[src/rtl/bic_pkg.sv]
// Shared definitions for the bus-invert-coded transmit arbiter.
// Optional statistics are enabled with the BIC_STATS_EN macro.
package bic_pkg;

    localparam int unsigned BIC_WIDTH = 8;
    localparam int unsigned SAV_W     = 16;

    typedef enum logic {
        EMPTY = 1'b0,
        FULL  = 1'b1
    } bic_state_e;

endpackage

[src/rtl/bic_invert_decide.sv]
// Combinational bus-invert decision: Hamming distance of the new word against
// the word last driven, inverted when more than half of the lines would toggle.
module bic_invert_decide
    import bic_pkg::*;
#(
    parameter int unsigned WIDTH = BIC_WIDTH,
    parameter int unsigned HW    = $clog2(WIDTH + 1)
) (
    input  logic [WIDTH-1:0] data_i,
    input  logic [WIDTH-1:0] prev_i,
    output logic [WIDTH-1:0] coded_o,
    output logic             inv_o,
    output logic [HW-1:0]    ham_o
);

    logic [WIDTH-1:0] diff;

    assign diff = data_i ^ prev_i;

    always_comb begin
        ham_o = '0;
        for (int unsigned i = 0; i < WIDTH; i++) begin
            ham_o = ham_o + HW'(diff[i]);
        end
    end

    // Exactly half toggling does not invert.
    assign inv_o   = (ham_o > HW'(WIDTH / 2));
    assign coded_o = inv_o ? ~data_i : data_i;

endmodule

[src/rtl/bic_tx_arbiter.sv]
// Round-robin two-requester arbiter feeding one registered bus-invert-coded link.
// Define BIC_STATS_EN to add the saturating sav_count transition-savings counter.
module bic_tx_arbiter
    import bic_pkg::*;
#(
    parameter int unsigned WIDTH = BIC_WIDTH
) (
    input  logic             clk,
    input  logic             rst,
    input  logic             req0_valid,
    input  logic [WIDTH-1:0] req0_data,
    output logic             req0_ready,
    input  logic             req1_valid,
    input  logic [WIDTH-1:0] req1_data,
    output logic             req1_ready,
    output logic [WIDTH-1:0] bus_data,
    output logic             bus_inv,
    output logic             bus_valid,
    output logic             bus_src,
    input  logic             bus_ready
`ifdef BIC_STATS_EN
   ,output logic [SAV_W-1:0] sav_count
`endif
);

    localparam int unsigned HW = $clog2(WIDTH + 1);

    bic_state_e       state_q, state_d;
    logic [WIDTH-1:0] bus_data_q, bus_data_d;
    logic             bus_inv_q, bus_inv_d;
    logic             bus_src_q, bus_src_d;
    logic             last_grant_q, last_grant_d;

    logic             any_valid;
    logic             winner;
    logic             can_load;
    logic             accept;
    logic [WIDTH-1:0] win_data;
    logic [WIDTH-1:0] coded;
    logic             inv;
    logic [HW-1:0]    ham;

    assign any_valid = req0_valid | req1_valid;
    assign winner    = (req0_valid & req1_valid) ? ~last_grant_q : req1_valid;
    assign can_load  = (state_q == EMPTY) | bus_ready;
    // Gated by rst so readies drop the instant reset asserts.
    assign accept    = any_valid & can_load & rst;
    assign win_data  = winner ? req1_data : req0_data;

    assign req0_ready = accept & ~winner;
    assign req1_ready = accept & winner;

    // bus_data_q doubles as the previous-driven word, since it holds across idle cycles.
    bic_invert_decide #(
        .WIDTH (WIDTH),
        .HW    (HW)
    ) u_decide (
        .data_i  (win_data),
        .prev_i  (bus_data_q),
        .coded_o (coded),
        .inv_o   (inv),
        .ham_o   (ham)
    );

    always_comb begin
        state_d      = state_q;
        bus_data_d   = bus_data_q;
        bus_inv_d    = bus_inv_q;
        bus_src_d    = bus_src_q;
        last_grant_d = last_grant_q;
        if (accept) begin
            state_d      = FULL;
            bus_data_d   = coded;
            bus_inv_d    = inv;
            bus_src_d    = winner;
            last_grant_d = winner;
        end else if ((state_q == FULL) && bus_ready) begin
            state_d = EMPTY;
        end
    end

    always_ff @(posedge clk or negedge rst) begin
        if (!rst) begin
            state_q      <= EMPTY;
            bus_data_q   <= '0;
            bus_inv_q    <= 1'b0;
            bus_src_q    <= 1'b0;
            last_grant_q <= 1'b1;
        end else begin
            state_q      <= state_d;
            bus_data_q   <= bus_data_d;
            bus_inv_q    <= bus_inv_d;
            bus_src_q    <= bus_src_d;
            last_grant_q <= last_grant_d;
        end
    end

    assign bus_data  = bus_data_q;
    assign bus_inv   = bus_inv_q;
    assign bus_valid = (state_q == FULL);
    assign bus_src   = bus_src_q;

`ifdef BIC_STATS_EN
    logic [SAV_W-1:0] sav_count_q, sav_count_d;
    logic [SAV_W:0]   sav_sum;

    localparam logic [SAV_W:0] W_EXT = (SAV_W + 1)'(WIDTH);

    // Inversion only happens for H > WIDTH/2, so 2H - WIDTH is always positive.
    assign sav_sum = {1'b0, sav_count_q} + {{(SAV_W - HW){1'b0}}, ham, 1'b0} - W_EXT;

    always_comb begin
        sav_count_d = sav_count_q;
        if (accept && inv) begin
            sav_count_d = sav_sum[SAV_W] ? '1 : sav_sum[SAV_W-1:0];
        end
    end

    always_ff @(posedge clk or negedge rst) begin
        if (!rst) begin
            sav_count_q <= '0;
        end else begin
            sav_count_q <= sav_count_d;
        end
    end

    assign sav_count = sav_count_q;
`else
    logic unused_ham;
    assign unused_ham = ^ham;
`endif

endmodule

[config.mk]
export PLATFORM = sky130hd
export DESIGN_NAME = bic_tx_arbiter
export DESIGN_NICKNAME = d
export VERILOG_FILES = /design/src/rtl/bic_pkg.sv /design/src/rtl/bic_invert_decide.sv /design/src/rtl/bic_tx_arbiter.sv
export SDC_FILE = /design/constraint.sdc
export NUM_CORES = 1
export LEC_CHECK = 0
export CAP_MARGIN = 0
export CORE_ASPECT_RATIO = 2
export CORE_MARGIN = 4
export CORE_UTILIZATION = 30
export CTS_BUF_LIST = sky130_fd_sc_hd__clkbuf_8 sky130_fd_sc_hd__clkbuf_16
export CTS_CLUSTER_DIAMETER = 150
export DETAILED_ROUTE_END_ITERATION = 10
export DONT_BUFFER_PORTS = 1
export PLACE_DENSITY = 0.45
export SLEW_MARGIN = 15
export SYNTH_ARGS = -nofsm -noshare
export SYNTH_HDL_FRONTEND = slang
export SYNTH_SLANG_ARGS = --single-unit
[constraint.sdc]
create_clock -name clk -period 10.13 [get_ports clk]
set_input_delay 2.5325 -clock clk [delete_from_list [all_inputs] [get_ports clk]]
set_output_delay 2.5325 -clock clk [all_outputs]
set_load 0.005 [all_outputs]
* Word level (Yosys, flattened, before mapping)
Cells that the tools add are included.
** Storage, ports and cells
- Bits in registers :: 12
- Input port bits :: 21
** Cells by class
- $add $sub $neg :: 7
- Order comparisons :: 1
- Multiplexer cells :: 5
- Bitwise gates (word level) :: 12
- Reduce and logical (&&, ||, !) cells :: 2
** Operator list (count)
- 4-bit by 1-bit adder with 4-bit output :: 6
- 8-bit 2-to-1 mux :: 2
- 8-bit NOT :: 1
- 8-bit bitwise XOR :: 1
- 1-bit bitwise AND :: 5
- 4-bit by 3-bit > comparator with 1-bit output, second input constant :: 1
- 1-bit 2-to-1 mux :: 3
- 1-bit NOT :: 3
- 1-bit by 1-bit adder with 2-bit output :: 1
- 1-bit OR :: 2
- 2-bit nonzero test :: 1
- 1-bit logical AND :: 1

* Longest topological paths before layout
- Depth after elaboration :: 13
- Mapped depth :: 15
- Gate-level depth less buffers :: 14

* Modules after synthesis
Synthesis repeated with hierarchy kept, for this count alone.
** Unflattened totals
- Cells, all modules :: 76
- Area total of the unflattened synthesis :: 963.4 sq um
** Modules (own cells, without submodules)
- bic_tx_arbiter :: instances 1, cells an instance 41, area an instance 625.6 sq um, seq. area each 301.5 sq um
- bic_invert_decide :: instances 1, cells an instance 35, area an instance 337.8 sq um, seq. area each 0.0 sq um

* Worst setup path after synthesis
No wires, ideal clock.
- Kind :: input to register
- From :: input port req1_valid
- To :: register bus_inv_q (netlist: bus_inv)
- Data arrival time :: 6.309 ns
- Data required time :: 10.005 ns
- Path slack :: 3.696 ns
- Stages :: 14
- Path buffers :: 1
- Cell sequence :: a21boi_4 buf_8 mux2i_1 xnor2_1 ha_1 fa_1 inv_1 fa_1 inv_1 fa_1 fa_1 xnor2_1 o22ai_4 mux2_2
** On the way
- Longest elaborated chain between the ends :: 12
- Elaborated cells on any way between the ends :: 15
** Ends and longest elaborated chain
- start: declaration :: line bic_tx_arbiter.sv:13 : input logic req1_valid,
- 1-bit bitwise AND :: line bic_tx_arbiter.sv:44 : assign winner = (req0_valid & req1_valid) ? ~last_grant_q : req1_valid;
- 1-bit 2-to-1 mux :: line bic_tx_arbiter.sv:44
- 8-bit 2-to-1 mux :: line bic_tx_arbiter.sv:48 : assign win_data = winner ? req1_data : req0_data;
- 8-bit bitwise XOR :: line bic_invert_decide.sv:18 : assign diff = data_i ^ prev_i;
- 1-bit by 1-bit adder with 2-bit output :: line bic_invert_decide.sv:23 : ham_o = ham_o + HW'(diff[i]);
- 4-bit by 1-bit adder with 4-bit output (6 in series) :: line bic_invert_decide.sv:23
- 4-bit by 3-bit > comparator with 1-bit output :: line bic_invert_decide.sv:28 : assign inv_o = (ham_o > HW'(WIDTH / 2));
- end signal: assignment :: line bic_tx_arbiter.sv:92 : bus_inv_q <= bus_inv_d;
- end: declaration :: line bic_tx_arbiter.sv:30 : logic bus_inv_q, bus_inv_d;
Parallel ways exist; a longest one is shown, timed or not.
A chain may end at the register's enable or synchronous reset.

* Worst setup path after layout
- From :: input port req1_valid
- To :: register bus_data_q[6] (netlist: bus_data[6])
** On the way
- Longest elaborated chain between the ends :: 13
- Elaborated cells on any way between the ends :: 17
** Ends and longest elaborated chain
- 1-bit bitwise AND :: line bic_tx_arbiter.sv:44
- 1-bit 2-to-1 mux :: line bic_tx_arbiter.sv:44
- 8-bit 2-to-1 mux :: line bic_tx_arbiter.sv:48
- 8-bit bitwise XOR :: line bic_invert_decide.sv:18
- 1-bit by 1-bit adder with 2-bit output :: line bic_invert_decide.sv:23
- 4-bit by 1-bit adder with 4-bit output (6 in series) :: line bic_invert_decide.sv:23
- 4-bit by 3-bit > comparator with 1-bit output :: line bic_invert_decide.sv:28
- 8-bit 2-to-1 mux :: line bic_invert_decide.sv:29 : assign coded_o = inv_o ? ~data_i : data_i;
- end signal: assignment :: line bic_tx_arbiter.sv:91 : bus_data_q <= bus_data_d;
- end: declaration :: line bic_tx_arbiter.sv:29 : logic [WIDTH-1:0] bus_data_q, bus_data_d;
Parallel ways exist; a longest one is shown, timed or not.

==> flow_summary_export.csv <==
group,metric,value,unit
routing,vias,554,
synth,synth-simple-area-share,5.68,%
finish,final_cell_area,956,µm²
synth,synth_top_cells_by_count,"11 x dfrtp_1, 10 x a21oi_1, 10 x xor2_1",
routing,routed_wl,1830,µm
synth,syn_inst,81,
clock_network,cts_buffers,3,
routing,drt-initial-drc-count,4,
place,place_ws,3290,ps
synth,synth-xor-area-share,16.9,%
critical_path,critical_path_required,10250,ps
floorplanning,start_util,31.8,%
timing,max_clock_freq,0.153,GHz
min_path,min_from,"bus_src",
synth,seq_area_frac_synth,34.2,%
timing,min_period,6530,ps
clock_network,cts_sinks,12,
synth,synth_edf_count,0,
synth,ys_warn_count,0,
timing,setup_viol,0,
critical_path,reg2reg_to,"bus_data[6]",
finish,antenna_cells,0,
routing,post_drt_wl_per_cell,16.4,µm
floorplanning,die_h,84.6,µm
timing,drv_slew,0,
clock_network,clock_latency,240,ps
timing,finalHoldViolCount,0,
clock_network,cts_resized,0,
routing,drc,0,
timing,fin_worst_skew,3.19,ps
min_path,hp-class,"flip-flop to flip-flop",
synth,synth_area_leaders,"dfrtp_1 31%, xor2_1 9.9%, fa_1 9.1%, mux2i_1 8.0%, xnor2_1 7.0%",
global_routing,grt_max_degree,22,
critical_path,start_kind,"input pin",
clock_network,post_cts_buffers,0,
clock_network,clock_path_buffers,2,
clock_network,htreeDepth,1,
floorplanning,rows,27,
timing,worst_pin_slew,509,ps
floorplanning,core-area,2770,µm²
finish,area_growth,8.52,%
synth,post_synth_instance_area,881,µm²
finish,multi_input_area,533,µm²
synth,synthesis.nets,109,
global_routing,grt_pass1_wl,3040,µm
run_status,run_status,"finished clean",
timing,setup_tns,0,ps
clock_network,clkTransAtPathRegs,60,ps
job,drv_cap,0,
floorplanning,fp.dieW,46.3,µm
floorplanning,pin_count,34,
critical_path,r2r_cells,14,
synth,synth_compound_area_share,11.2,%
synth,synth_top_family_by_area,"XOR/XNOR gates",
place,gp_congestion,0.665,
synth,post-synth-top-count-cell,"dfrtp_1",
critical_path,startpoint,"req1_valid",
synth,netlist-cell-type-count,20,
synth,async_reset_ff_share,100,%
global_routing,track_usage,10.6,%
critical_path,criticalPathCategory,"input pin to flip-flop",
place,port_buffers,0,
critical_path,crit_fanout,12,
critical_path,worstReg2RegStart,"last_grant_q",
critical_path,crit_end,"bus_data[6]",
synth,synth_flop_cell,"dfrtp_1",
timing,setup_ws,3600,ps
synth,synth_top_area_share,31.3,%
clock_network,cts_root_buf,"clkbuf_8",
timing,min_period_over_period,64.5,%
synth,yosys_register_bits,12,
global_routing,antenna_found_initial,0,
critical_path,rrSetupSlack,5510,ps
finish,drive_gt1_share,16.9,%
finish,nets,112,
timing,slew_headroom,66.0,%
clock_network,ctsHoldBuffers,0,
critical_path,critPathArrivalTime,6660,ps
synth,synth_mux_area_share,13.4,%
routing,viasPerCell,4.95,
critical_path,setup.worst_path.end_class,"flip-flop",
global_routing,grt_pass1_vias,653,
place,dp_hpwl,1420,µm
synth,postSynthAreaPerCell,10.9,µm²
place,place_area,901,µm²
finish,layout.area.seq,302,µm²
synth,synth_area_leader_cell,"dfrtp_1",
finish,final.fill_count,300,
floorplanning,die_area,3920,µm²
routing,dr.pass1.iters,2,
synth,synthAdderAreaFrac,13.4,%
timing,rsz0062_at_grt,"no",
clock_network,cts_tree,"built",
routing,antenna_left,0,
global_routing,grt_overflow,0,
critical path: stages:
cell and delay, ps:
a21boi_4 440, mux2i_1 360, xnor2_1 170, ha_1 270, fa_1 550, inv_1 60, fa_1 520, inv_1 60
fa_1 470, fa_1 550, nor2_1 60, o22ai_4 320, xor2_1 200, a21oi_1 80
state kept, by name, indices dropped and copies added, names as in the netlist:
register,count
bus_data,8
bus_inv,1
bus_valid,1
bus_src,1
last_grant_q,1
logic make-up after synthesis:
logic type,Yosys count
AND/OR/NAND/NOR,11
flip-flops,12
adder cells (fa/ha/maj),7
XOR/XNOR,17
AO/OA/AOI/OAI,14
buffers and inverters,9
multiplexers,11
per-stage QoR:
stage | hold WS (ps) | instances | utilization (%)
6_report | 546 | 112 | 34.5
5_1_grt | 569 | 112 | 34.5
4_1_cts | 549 | 112 | 34.5
3_5_place_dp | 535 | 108 | 32.5
3_3_place_gp | 528 | 108 | 32.5
2_1_floorplan | 505 | 81 | -
routing by layer:
metal  track usage (%)  wire, µm  share of wire [%]
met5                 0         0                  0
met4              5.44        31                1.7
met3              2.15       131                7.1
met2              16.8      1010                 55
met1              12.8       658                 36
how the worst min path moves through the flow:
stage / endpoint / slack (ps) / cells past startpoint
floorplan: bus_inv / 510 / 1
global placement: bus_src / 530 / 1
detailed placement: bus_src / 540 / 1
CTS: bus_src / 550 / 1
global route: bus_inv / 570 / 1
finish: bus_src / 550 / 1
layout make-up:
class | instances | share of cell area (%)
sequential | 12 | 31.5
inverter | 6 | 2.36
timing repair buffer | 1 | 0.785
tap | 29 | 3.80
multi-input combinational | 60 | 55.8
clock buffer | 4 | 5.76
cell usage in the layout (no fill, tap or decap):
cell type,count
dfrtp_1,11
mux2i_1,7
clkbuf_8,4
dfstp_2,1
nor2_1,9
and2b_2,1
and2_2,1
inv_1,6
ha_1,3
xor2_1,10
buf_4,1
fa_1,4
a21oi_1,10
mux2i_2,1
mux2_2,3
xnor2_1,7
o21ai_0,2
o22ai_4,1
a21boi_4,1
Power is left out: the tool's default activity adds up to more than one toggle a clock period on the data nets, which glitch-free logic cannot reach.
